## src/rtl/pong_pkg.sv

```systemverilog
// Shared types for the Pong VGA pipeline renderers.
package pong_pkg;
  typedef logic [10:0] coord_t;
  typedef logic [11:0] rgb_t;
  typedef enum logic {NF_IDLE, NF_FLASH} net_flash_state_t;
endpackage

```

## src/rtl/net_flash_fsm.sv

```systemverilog
// Net flash controller: counts down frames after a score and picks the net colour.
module net_flash_fsm
  import pong_pkg::*;
#(
  parameter rgb_t COLOR        = 12'hf0f,
  parameter rgb_t FLASH_COLOR  = 12'hfff,
  parameter int   FLASH_FRAMES = 32
) (
  input  logic clk,
  input  logic rst,
  input  logic frame_start,
  input  logic score,
  output rgb_t color
);

  localparam logic [7:0] FLASH_LOAD = 8'(FLASH_FRAMES);

  net_flash_state_t state_reg, state_next;
  logic [7:0]       fl_cnt_reg, fl_cnt_next;

  always_ff @(posedge clk or posedge rst) begin
    if (rst) begin
      state_reg  <= NF_IDLE;
      fl_cnt_reg <= 8'd0;
    end else begin
      state_reg  <= state_next;
      fl_cnt_reg <= fl_cnt_next;
    end
  end

  // A score always reloads, even when it coincides with a frame_start.
  always_comb begin
    state_next  = state_reg;
    fl_cnt_next = fl_cnt_reg;
    case (state_reg)
      NF_IDLE: begin
        if (score) begin
          state_next  = NF_FLASH;
          fl_cnt_next = FLASH_LOAD;
        end
      end
      NF_FLASH: begin
        if (score) begin
          fl_cnt_next = FLASH_LOAD;
        end else if (frame_start) begin
          if (fl_cnt_reg == 8'd1) begin
            state_next  = NF_IDLE;
            fl_cnt_next = 8'd0;
          end else begin
            fl_cnt_next = fl_cnt_reg - 8'd1;
          end
        end
      end
      default: begin
        state_next  = NF_IDLE;
        fl_cnt_next = 8'd0;
      end
    endcase
  end

  // Bit 2 of the countdown toggles every four frames.
  assign color = (state_reg == NF_FLASH && fl_cnt_reg[2]) ? FLASH_COLOR : COLOR;

endmodule

```

## src/rtl/net_renderer.sv

```systemverilog
// Dashed centre-net renderer with frame-rate scrolling and score flash; one-cycle registered output.
module net_renderer
  import pong_pkg::*;
#(
  parameter int   XLOC          = 100,
  parameter int   YLOC          = 100,
  parameter int   WIDTH         = 100,
  parameter int   HEIGHT        = 100,
  parameter int   DASH_LOG2     = 3,
  parameter rgb_t COLOR         = 12'hf0f,
  parameter rgb_t FLASH_COLOR   = 12'hfff,
  parameter int   FLASH_FRAMES  = 32,
  parameter int   SCROLL_FRAMES = 4
) (
  input  logic        clk,
  input  logic        rst,
  input  logic [10:0] x,
  input  logic [10:0] y,
  input  logic        active,
  input  logic        frame_start,
  input  logic        score,
  input  logic        net_en,
  output logic [11:0] rgb
);

  // 12-bit bounds so XLOC+WIDTH cannot overflow the 11-bit coordinate range.
  localparam logic [11:0] X_LO = 12'(XLOC);
  localparam logic [11:0] X_HI = 12'(XLOC + WIDTH);
  localparam logic [11:0] Y_LO = 12'(YLOC);
  localparam logic [11:0] Y_HI = 12'(YLOC + HEIGHT);
  localparam logic [7:0]  SCROLL_LAST = (SCROLL_FRAMES == 0) ? 8'd0 : 8'(SCROLL_FRAMES - 1);
  localparam logic        SCROLL_ON   = (SCROLL_FRAMES != 0);

  logic [7:0] fcnt_reg;
  coord_t     offset_reg;
  rgb_t       rgb_reg;
  rgb_t       net_color;
  coord_t     phase;
  logic       hit;
  logic       lit;

  net_flash_fsm #(
    .COLOR        (COLOR),
    .FLASH_COLOR  (FLASH_COLOR),
    .FLASH_FRAMES (FLASH_FRAMES)
  ) u_flash (
    .clk         (clk),
    .rst         (rst),
    .frame_start (frame_start),
    .score       (score),
    .color       (net_color)
  );

  always_ff @(posedge clk or posedge rst) begin
    if (rst) begin
      fcnt_reg   <= 8'd0;
      offset_reg <= '0;
    end else if (frame_start) begin
      if (SCROLL_ON && fcnt_reg == SCROLL_LAST) begin
        fcnt_reg   <= 8'd0;
        offset_reg <= offset_reg + 11'd1;
      end else begin
        fcnt_reg <= fcnt_reg + 8'd1;
      end
    end
  end

  assign hit = ({1'b0, x} >= X_LO) && ({1'b0, x} <= X_HI) &&
               ({1'b0, y} >= Y_LO) && ({1'b0, y} <= Y_HI);
  assign phase = y + offset_reg;
  assign lit   = ~phase[DASH_LOG2];

  always_ff @(posedge clk or posedge rst) begin
    if (rst) begin
      rgb_reg <= '0;
    end else begin
      rgb_reg <= (active && net_en && hit && lit) ? net_color : 12'h000;
    end
  end

  assign rgb = rgb_reg;

endmodule

```

## config.mk

```make
export PLATFORM = sky130hd
export DESIGN_NAME = net_renderer
export DESIGN_NICKNAME = d
export VERILOG_FILES = /design/src/rtl/pong_pkg.sv /design/src/rtl/net_flash_fsm.sv /design/src/rtl/net_renderer.sv
export SDC_FILE = /design/constraint.sdc
export NUM_CORES = 1
export LEC_CHECK = 0
export ABC_AREA = 1
export CAP_MARGIN = 15
export CELL_PAD_IN_SITES_DETAIL_PLACEMENT = 1
export CELL_PAD_IN_SITES_GLOBAL_PLACEMENT = 2
export CORE_UTILIZATION = 26
export CTS_CLUSTER_DIAMETER = 30
export DETAILED_ROUTE_END_ITERATION = 8
export PLACE_DENSITY = 0.74
export SYNTH_ARGS = -nofsm -noshare
export SYNTH_HDL_FRONTEND = slang
export SYNTH_SLANG_ARGS = --single-unit
```

## constraint.sdc

```tcl
create_clock -name clk -period 1.6 [get_ports clk]
set_clock_uncertainty 0.05 [all_clocks]
set_input_delay 0.48 -clock clk [delete_from_list [all_inputs] [get_ports clk]]
set_output_delay 0.48 -clock clk [all_outputs]
set_load 0.05 [all_outputs]
```

Word-level counts from Yosys, hierarchy flattened
Index checks and enable logic that the tools add are counted.
- bits in registers: 40
- bits of input ports: 28
- output and inout bits: 12
- logic and storage cells: 41
- add/subtract/negate cells: 4
- magnitude comparators: 4
- eq/ne operators: 4
- multiplexer cells: 13
- bitwise gates (word level): 2
- reduce and logical (&&, ||, !) cells: 9
- operator list (kind ; count):
    $mux W8 ; 6
    $ge A11 B7 Y1 const B ; 2
    $le A11 B8 Y1 const B ; 2
    $pmux W8 S2 ; 1
    $mux W12 ; 1
    $add A11 B1 Y11 const B ; 1
    $add A8 B1 Y8 const B ; 1
    $eq A8 B1 Y1 const B ; 1
    $eq A8 B2 Y1 const B ; 1
    $sub A8 B1 Y8 const B ; 1
    $logic_and A1 B1 Y1 ; 7
    $add A4 B4 Y4 ; 1
    $mux W1 ; 4
    $reduce_and A2 Y1 ; 2
    $ne A3 B3 Y1 const B ; 1
    $ne A2 B2 Y1 const B ; 1
    $not A1 Y1 ; 2
    $pmux W1 S2 ; 1

Longest topological paths before layout
- depth after elaboration: 7
- mapped depth: 9
- depth with buffers taken out: 9

By module
A second synthesis with hierarchy kept.
- cells, all modules: 257
- area, all modules: 2001.9 um2
- modules (own cells, without submodules) (module ; instances ; cells an instance ; area each (um2) ; sequential area each (um2)):
    net_renderer ; 1 ; 172 ; 1321.3 ; 600.6
    net_flash_fsm ; 1 ; 85 ; 680.7 ; 225.2

Worst setup path before layout
OpenSTA, ideal clock, no wires.
- kind: register -> output
- from: register rgb_reg[10] (netlist: rgb[10])
- to: output rgb[10]
- arrival time: 996 ps
- path slack: 74 ps
- cell stages (with the launch flop): 2
- cell sequence: dfrtp_1 > buf_4
- RTL lines (element ; RTL line ; RTL):
    start: declaration ; net_renderer.sv:36 ; rgb_t rgb_reg;
    start signal: assignment ; net_renderer.sv:77 ; rgb_reg <= (active && net_en && hit && lit) ? net_color : 12'h000;
    end: declaration ; net_renderer.sv:23 ; output logic [11:0] rgb
No word-level cell between the ends.

==> results by group <==
Outcome
  – Outcome: complete, no violations

Layout
  – Final cell area excluding filler cells: 0.00222 mm^2
  – Fill cell count: between 700 and 800
  – Final design utilization: between 30% and 40%
  – Footprint of the flip-flops and latches: 578 um^2
  – Diode count: 0
  – Layout cells sized above 1: 16.0%
  – Area Growth Syn to Fin: 44.4%
  – Net count of the finished layout: 291
  – Area of the multi-input gates: roughly 740 um^2

Routing
  – Detailed Route Iter0 Violations: 26
  – DR WL/cell: 11.3 um
  – Via density per instance: around 4.4
  – Via count of the routed design: between 1000 and 1500
  – Iteration count of the initial detailed-routing pass: 4
  – Total routed wirelength: 3.72 mm
  – Antenna viol nets, final: 0
  – DRC violation count after routing: 0

Yosys
  – Post-synthesis instance total: about 210
  – Primary flip-flop cell chosen by synthesis mapping: dfrtp_1
  – Number of synthesized register bits: 23
  – Library cell occupying the most area in the post-synthesis netlist: dfrtp_1
  – Main combinational cell family by area after synthesis: simple AND/OR/NAND/NOR gates
  – Netlist cell types: 23
  – Most numerous cell in the Yosys netlist: nand2_1
  – Fraction of synthesized cell area taken by the top area cell type: between 30% and 40%
  – Parity-gate share of the synthesized area counting xor and xnor cells: 7.39%
  – Fraction of the mapped netlist area in simple logic gates: between 20% and 30%
  – EDFF count, synth: 0
  – Multiplexer share of the synthesized area: 0%
  – Share of synthesized area occupied by flip-flops and latches: 37.4%
  – Fraction of registers with async set/reset: 100%
  – Cell types occupying the most area after synthesis: dfrtp_1, nand2_1, inv_1
  – Synthesized area per cell: 7.27 um^2
  – Number of nets in the synthesized netlist: between 200 and 250
  – Fraction of the mapped netlist area in adder cells: 4.87%
  – Post-synthesis compound-gate area fraction: around 5.4%
  – Synth Cell Area: ~0.0015 mm^2
  – Yosys warnings: 0
  – Most frequent cells after synthesis: nand2_1, inv_1, dfrtp_1

Global routing
  – Pin count of the biggest net entering global routing: 24
  – Overall routing resource usage: approximately 14%
  – Number of global-route vias before repair: ~1500
  – Sum of overflow across all layers after global routing: 0
  – Antenna violations before repair: 0
  – Global-route wire length before repair: slightly below 7 mm

STA
  – Fmax: 659 MHz
  – Headroom to the max-slew limit: 79.9%
  – Slew at the pin closest to its max-slew limit: ~0.30 ns
  – Share of the clock period used by the worst path after layout: between 90% and 100%
  – Number of max-slew violations in the final report: 0
  – Hold slack final: roughly 0.47 ns
  – Final setup violating endpoints: 0
  – RSZ-0062 raised after global routing: false
  – Minimum clock period after layout: between 1.5 and 2 ns
  – Final hold violation count: 0

Place
  – Routability cong.: between 0.7 and 0.8
  – Placed inst area: 0.00215 mm^2
  – Post-detail-place hpwl: around 3 mm
  – Count of port buffers added during placement: 39

Min path
  – Class of the tightest hold or removal check: reg2reg
  – Depth of the worst hold-timing path: 2

Die
  – Die outline width: 79.0 um
  – Total core area: 0.00561 mm^2
  – Starting density of the core: between 20% and 30%
  – IO Pins: 40
  – Placement row count: 27
  – Total Die Area: just over 0.006 mm^2
  – Die Y-Extent: around 79 um

Power and ir drop
  – Leakage dissipation: roughly 1.1 nW
  – Power density of the placed cells: approximately 850 mW/mm^2
  – Power consumption: between 0.0015 and 0.002 W
  – Highest ir drop seen on vdd: approximately 0.6 mV

Clock network
  – Clock-pin transition on the worst setup and hold timing paths: 0.09 ns
  – Clock latency of the later-clocked register in the worst-skew pair: about 0.27 ns
  – Number of H-tree levels: 1
  – Count of hold buffers inserted by post-cts repair: 0
  – Bufs on Longest Clock Path: 2
  – TritonCTS clock tree: yes
  – Clock tree root buffer cell: clkbuf_8
  – CTS Buf Count: 3
  – Number of clock sinks: 23

Critical path
  – Most numerous cell on the critical path: buf_12
  – Startpoint Class: register
  – CP Max Fanout: 8
  – Slowest Stage Delay on Critical Path: about 0.4 ns
  – Crit-path cells: buf_12, buf_12
  – Worst Path Arrival: about 0.99 ns
  – CP Class: reg2out
  – CP Data Required Time: about 1.1 ns
  – Cells on worst reg2reg path: 6
  – Slowest stage cell, crit path: dfrtp_1
  – Critical Path Sink Type: output port

Job
  – MaxCap Viol Count: 0
==> through the flow <==
stage               TNS [ns]  setup WS, ns  std cells
floorplan                  0        0.0741        212
global placement       -2.33        -0.338        323
detailed placement     -3.08        -0.361        323
CTS                        0        0.0238        327
global route               0       0.00373        328
finish                     0        0.0827        328
==> path summary, 6_finish.rpt <==
kind / to / slack, ns / from
worst min register to register: fcnt_reg[1]$_DFFE_PP0P_ / 0.47 / fcnt_reg[1]$_DFFE_PP0P_
worst min-delay path: fcnt_reg[1]$_DFFE_PP0P_ / 0.47 / fcnt_reg[1]$_DFFE_PP0P_
worst max-delay path: rgb[1] / 0.08 / rgb[10]$_DFF_PP0_
worst max register to register: u_flash.fl_cnt_reg[6]$_DFFE_PP0P_ / 0.16 / u_flash.fl_cnt_reg[3]$_DFFE_PP0P_
max in group asynchronous: rgb[7]$_DFF_PP0_ / 0.75 / rst
min in group asynchronous: offset_reg[3]$_DFFE_PP0P_ / 0.50 / rst
==> repair_timing <==
action	CTS	global route
gates resized for setup	1	8
endpoints found under the setup margin	2	13
pin swaps	1	5
setup buffers	0	1
==> cell usage in the layout, fill, tap and decap left out, drive strengths merged <==
cell	n
a21o	1
a21oi	3
buf	24
clkbuf	3
clkdlybuf4s50	23
clkinv	1
dfrtp	23
dlygate4sd2	1
dlymetal6s2s	3
ha	6
inv	41
nand2	52
nand3	15
nand3b	1
nand4	6
nor2	23
nor3	4
nor4	1
o21ai	7
o22ai	4
or2	1
xnor2	6
xor2	7
==> cell families after synthesis <==
group,count (synthesis)
AND/OR/NAND/NOR,103
buffers and inverters,52
flip-flops,23
AO/OA/AOI/OAI,15
XOR/XNOR,13
adder cells (fa/ha/maj),6
==> area by class of cell <==
class	count	share of cell area, %
Tap cell	72	4.05
Inverter	41	6.92
Clock buffer	3	1.86
Timing Repair Buffer	51	27.9
Sequential cell	23	26.0
Clock inverter	1	0.225
Multi-Input combinational cell	137	33.1
==> where the power goes <==
group / internal (W) / switching (W) / total, W
clock network: 0.000174 / 0.000198 / 0.000372
registers: 0.000715 / 0.000174 / 0.000889
logic: 0.000315 / 0.000307 / 0.000622
total: 0.00120 / 0.000678 / 0.00188
==> layer usage <==
layer / part of all wire [%] / up-vias / GRT usage, %
met3: 4.1 / 2 / 3.33
met4: 0.62 / 0 / 2.73
met1: 46 / 670 / 17.1
met2: 49 / 24 / 24.1
li1: - / 731 / -
met5: 0 / - / 0
==> critical path: cells and delay by family (launching register included) <==
family	cells	cell delay [ns]
buffers and inverters	2	0.31
DFF	1	0.41
(Power assumes the default switching activity.)
==> patch 1, RTL diff (config.mk and constraints unchanged) <==
Register the inputs `x`, `y`, `active`, `frame_start`, `score` and `net_en` before use, cleared by the reset. The logic sees them one clock later. Comments in the files are not updated.
--- a/src/rtl/net_renderer.sv
+++ b/src/rtl/net_renderer.sv
@@ -33,2 +33,27 @@
 
+  logic [10:0] x_q;
+  logic [10:0] y_q;
+  logic active_q;
+  logic frame_start_q;
+  logic score_q;
+  logic net_en_q;
+
+  always_ff @(posedge clk or posedge rst) begin
+    if (rst) begin
+      x_q           <= '0;
+      y_q           <= '0;
+      active_q      <= '0;
+      frame_start_q <= '0;
+      score_q       <= '0;
+      net_en_q      <= '0;
+    end else begin
+      x_q           <= x;
+      y_q           <= y;
+      active_q      <= active;
+      frame_start_q <= frame_start;
+      score_q       <= score;
+      net_en_q      <= net_en;
+    end
+  end
+
   logic [7:0] fcnt_reg;
@@ -48,4 +73,4 @@
     .rst         (rst),
-    .frame_start (frame_start),
-    .score       (score),
+    .frame_start (frame_start_q),
+    .score       (score_q),
     .color       (net_color)
@@ -57,3 +82,3 @@
       offset_reg <= '0;
-    end else if (frame_start) begin
+    end else if (frame_start_q) begin
       if (SCROLL_ON && fcnt_reg == SCROLL_LAST) begin
@@ -67,5 +92,5 @@
 
-  assign hit = ({1'b0, x} >= X_LO) && ({1'b0, x} <= X_HI) &&
-               ({1'b0, y} >= Y_LO) && ({1'b0, y} <= Y_HI);
-  assign phase = y + offset_reg;
+  assign hit = ({1'b0, x_q} >= X_LO) && ({1'b0, x_q} <= X_HI) &&
+               ({1'b0, y_q} >= Y_LO) && ({1'b0, y_q} <= Y_HI);
+  assign phase = y_q + offset_reg;
   assign lit   = ~phase[DASH_LOG2];
@@ -76,3 +101,3 @@
     end else begin
-      rgb_reg <= (active && net_en && hit && lit) ? net_color : 12'h000;
+      rgb_reg <= (active_q && net_en_q && hit && lit) ? net_color : 12'h000;
     end
Check against the original RTL: not equivalent (a bounded check fails within 4 cycles, from zero or initial values and one cycle with rst high).
==> patch 1 against the unedited design <==
  * Total power is 58% higher
  * Sequential cell count grew 26
  * Hold slack worse by 0.066 ns
  * Largest power group unchanged
  * Cell area rose by 29%
  * Critical endpoint is now rgb[9]
  * Routed wire length increased by 19%
  * Register-to-register slack gained 0.04 ns
  * Synthesized cell count rose by 6.6%
  * Via count is 8.0% higher
  * Worst setup slack worse by 0.053 ns
  * Sequential share of layout area grew 17 points
  * Area after synthesis grew 38%
  * Count of clock-buffer cells in the layout up 2
==> patch 1: results <==
export IMPL_track_usage=0.1189
export IMPL_fillCellCount=903
export IMPL_dp_hpwl_um=3505
export IMPL_grt_first_pass_wirelength_um=7741
export IMPL_dp_cells=361
export IMPL_outcome="complete, no violations"
export IMPL_ctsResizeCount=1
export IMPL_synthTopCellsByArea="dfrtp_1 58%, nand2_1 8.5%, inv_1 6.2%"
export IMPL_power_leakage_nw=1.355
export IMPL_synth_compound_area_frac=0.03821
export IMPL_min_path_type="primary input to asynchronous set/reset pin"
export IMPL_synthXorXnorAreaFrac=0.05350
export IMPL_drtIter0Drc=17
export IMPL_cap_violations=0
export IMPL_grt_pass1_vias=1678
export IMPL_dr_pass1_iters=3
export IMPL_ys_seq_area_frac=0.5761
export IMPL_h_tree_depth=2
export IMPL_cts_buffers=5
export IMPL_p_int_mw=2.030
export IMPL_path_clk_slew_ns=0.10
export IMPL_synth_async_sr_flop_share=1.000
export IMPL_dp_slack_ns=0.1860
export IMPL_antenna_found_initial=0
export IMPL_reg_largest_list="x_q (11), y_q (11)"
export IMPL_worstMarginPinSlew_ns=0.2587
export IMPL_synth_distinct_cells=21
export IMPL_clk_latency_ns=0.31
export IMPL_arrival_ns=1.04
export IMPL_postCtsSetupBuffers=0
export IMPL_place_congestion=0.7355
export IMPL_vias_per_cell=4.176
export IMPL_synth_common_cells="49 x dfrtp_1, 48 x nand2_1, 35 x inv_1"
export IMPL_crit_fanout=8
export IMPL_post_route_cells_drive_above_1_share=0.1311
export IMPL_ys_warn_count=0
export IMPL_antenna_cells=0
export IMPL_grt_max_degree=22
export IMPL_wl_per_cell_um=11.96
export IMPL_ir_worst_vdd_uv=371.1
export IMPL_fin_nets=300
export IMPL_syn_nets=260
export IMPL_synth_cells=226
export IMPL_cts_root_buf="clkbuf_8"
export IMPL_io_buffers=39
export IMPL_synthMuxAreaShare=0
export IMPL_clock_path_buffers=2
export IMPL_synthAdderAreaFrac=0.03527
export IMPL_final_hold_viol_count=0
export IMPL_place_area_sq_um=2763
export IMPL_vias=1541
-- patch 1: cell types whose count changed after synthesis, moves of 2 or more --
cell / change
nand3_1: -6
nand2_1: -4
inv_1: -4
dfrtp_1: +26
xnor2_1: -2
xor2_1: +2
nor3_1: -3
o21ai_1: -4
nor2_1: +8
o22ai_1: +2
-- patch 1: cell type report --
type / instances / area [sq um] / share of cell area
Tap cell: 102 / 127.6 / 0.04460
Clock inverter: 3 / 25.02 / 0.008745
Multi-Input combinational cell: 130 / 691.9 / 0.2418
Timing Repair Buffer: 43 / 578.1 / 0.2020
Clock buffer: 5 / 68.82 / 0.02405
Inverter: 37 / 142.6 / 0.04985
Sequential cell: 49 / 1227 / 0.4289
-- patch 1: worst paths after layout --
path	start	to	slack, ns	cells after the start
worst max register to register	offset_reg[2]	rgb[7]	0.20	8
max in group asynchronous	rst	rgb[7]	0.71	3
worst min-delay path	rst	offset_reg[1]	0.40	2
min in group clk	fcnt_reg[7]	fcnt_reg[7]	0.43	1
worst max-delay path	rgb[10]	rgb[9]	0.03	2
worst min register to register	fcnt_reg[7]	fcnt_reg[7]	0.43	1
-- patch 1: power by group through the flow --
stage	Combinational (mW)	Clock (mW)	Sequential, mW
2_1_floorplan	0.442	0	1.57
3_3_place_gp	0.616	0	1.60
3_5_place_dp	0.632	0	1.61
4_1_cts	0.633	0.817	1.59
5_1_grt	0.735	0.865	1.62
6_report	0.625	0.767	1.59
-- patch 1: critical path: stages, from the launching register on --
cell and delay, ns:
dfrtp_1 0.41, buf_12 0.17, buf_12 0.15
-- patch 1: routing by layer --
metal / vias up / GRT usage / wire [um]
met5: - / 0 / 0
met4: 0 / 0.05859 / 87
met3: 7 / 0.02709 / 155
met2: 26 / 0.1975 / 2197
met1: 743 / 0.1443 / 1972
li1: 765 / - / -
==> patch 2, RTL diff (same settings) <==
Without the edit above. `FLASH_COLOR` is set to 12'hfff in 2 places; all go to 12'h7ff.
--- a/src/rtl/net_flash_fsm.sv
+++ b/src/rtl/net_flash_fsm.sv
@@ -5,3 +5,3 @@
   parameter rgb_t COLOR        = 12'hf0f,
-  parameter rgb_t FLASH_COLOR  = 12'hfff,
+  parameter rgb_t FLASH_COLOR  = 12'h7ff,
   parameter int   FLASH_FRAMES = 32
--- a/src/rtl/net_renderer.sv
+++ b/src/rtl/net_renderer.sv
@@ -10,3 +10,3 @@
   parameter rgb_t COLOR         = 12'hf0f,
-  parameter rgb_t FLASH_COLOR   = 12'hfff,
+  parameter rgb_t FLASH_COLOR   = 12'h7ff,
   parameter int   FLASH_FRAMES  = 32,
Function: changed (Yosys sat finds a counterexample within 4 cycles, from zero or initial values and one cycle with rst high).
==> patch 2 against the unedited design <==
  * Via count fell by 3.4%
  * Cell area rose by 2.3%
  * Total power barely moved
  * Sequential cell count rose by 1
  * Critical path type unchanged
  * Routed wire length fell by 3.6%
  * Sequential power fell by 0.4%
  * Synthesized cell count did not move
  * Sequential share of layout area rose by 0.62 points
  * Worst setup slack got worse by 0.072 ns
  * Area after synthesis rose by 0.97%
  * Global-route usage fell by 1.0 points
  * Hold slack got worse by 0.017 ns
==> patch 2: results <==
export IMPL_grtUsageMet3=0.03103
export IMPL_ys_seq_area_frac=0.3862
export IMPL_place_congestion=0.6939
export IMPL_track_usage=0.1272
export IMPL_vias_per_cell=4.179
export IMPL_reg2reg_from="fcnt_reg[0]"
export IMPL_met1_usage=0.1557
export IMPL_synth_async_sr_flop_share=1.000
export IMPL_slowest_delay_ns=0.59
export IMPL_grt_first_pass_wirelength_um=6279
export IMPL_worstHoldStart="fcnt_reg[7]"
export IMPL_h_tree_depth=1
export IMPL_wl_per_cell_um=10.86
export IMPL_dp_hpwl_um=2945
export IMPL_hold_end="fcnt_reg[7]"
export IMPL_grtUsageMet2=0.2241
export IMPL_arrival_ns=1.06
export IMPL_post_route_cells_drive_above_1_share=0.1705
export IMPL_io_buffers=39
export IMPL_synth_common_cells="51 x nand2_1, 39 x inv_1, 24 x dfrtp_1, 24 x nor2_1, 16 x nand3_1"
export IMPL_dp_slack_ns=-0.4101
export IMPL_slew_headroom=0.8350
export IMPL_cp_slowest_cell="dfrtp_4"
export IMPL_reg2reg_depth=7
export IMPL_grt_pass1_vias=1402
export IMPL_ir_worst_vdd_uv=669.2
export IMPL_fin_nets=293
export IMPL_hold_slack_ns=0.4537
export IMPL_p_int_mw=1.244
export IMPL_antenna_cells=0
export IMPL_cts_buffers=3
export IMPL_r2r_end="offset_reg[3]"
export IMPL_hold_depth=1
export IMPL_outcome="complete, no violations"
export IMPL_drtIter0Drc=55
export IMPL_synth_distinct_cells=22
export IMPL_synthTopCellsByArea="dfrtp_1 39%, nand2_1 12%, inv_1 9.4%"
## patch 2: layout make-up
class,instances,area (sq um)
clock buffers,4,55.05
flip-flops and latches,24,605.6
repair buffers,51,616.8
multi-input cells,137,749.5
well taps,72,90.09
inverters,42,157.7
fillers,695,3367
## patch 2: timing repair
item                                    4_1_cts  5_1_grt
pin swaps                                     1        2
endpoints found under the setup margin       14       16
gates resized for setup                       5        4
buffers inserted                              0        1
## patch 2: kinds of logic after synthesis
| kind of cell | share of synthesized area |
|---|---|
| AND/OR/NAND/NOR | 0.3009 |
| buffers and inverters | 0.1448 |
| flip-flops | 0.3862 |
| XOR/XNOR | 0.07884 |
| AO/OA/AOI/OAI | 0.04102 |
| adder cells (fa/ha/maj) | 0.04827 |
## patch 2: power groups by stage
| stage | registers (mW) | logic (mW) | clock network (mW) |
|---|---|---|---|
| after floorplan | 0.860 | 0.386 | 0 |
| after CTS | 0.883 | 0.576 | 0.453 |
| final | 0.885 | 0.565 | 0.434 |
| after global routing | 0.908 | 0.652 | 0.465 |
| after global placement | 0.893 | 0.560 | 0 |
| after detailed placement | 0.892 | 0.575 | 0 |
## patch 2: per-layer routing
layer,vias up,share of wire
li1,725,-
met1,626,0.47
met2,23,0.48
met3,5,0.040
met4,0,0.0070
met5,-,0
## patch 2: how the worst max path moves through the flow
stage | depth (start not counted) | slack, ns | end
final | 1 | 0.01 | rgb[10]
after global routing | 1 | -0.02 | rgb[10]
after CTS | 1 | -0.007 | rgb[10]
after detailed placement | 8 | -0.41 | rgb[11]
after global placement | 8 | -0.35 | rgb[7]
after floorplan | 1 | 0.09 | rgb[10]
## patch 2: worst register-to-register path, cell delays in order, from the launching register on
cell	delay, ns
dfrtp_1	0.39
ha_1	0.21
nor3b_2	0.16
nand2_1	0.10
nor2_4	0.22
inv_1	0.09
nand2_1	0.06
nand2_1	0.05
## patch 2: through the flow
step           area (sq um)    util  instances
3_5_place_dp           2183  0.3870        325
6_report               2275  0.4032        330
2_1_floorplan          1555       -        212
4_1_cts                2255  0.3996        329
3_3_place_gp           2183  0.3870        325
5_1_grt                2275  0.4032        330
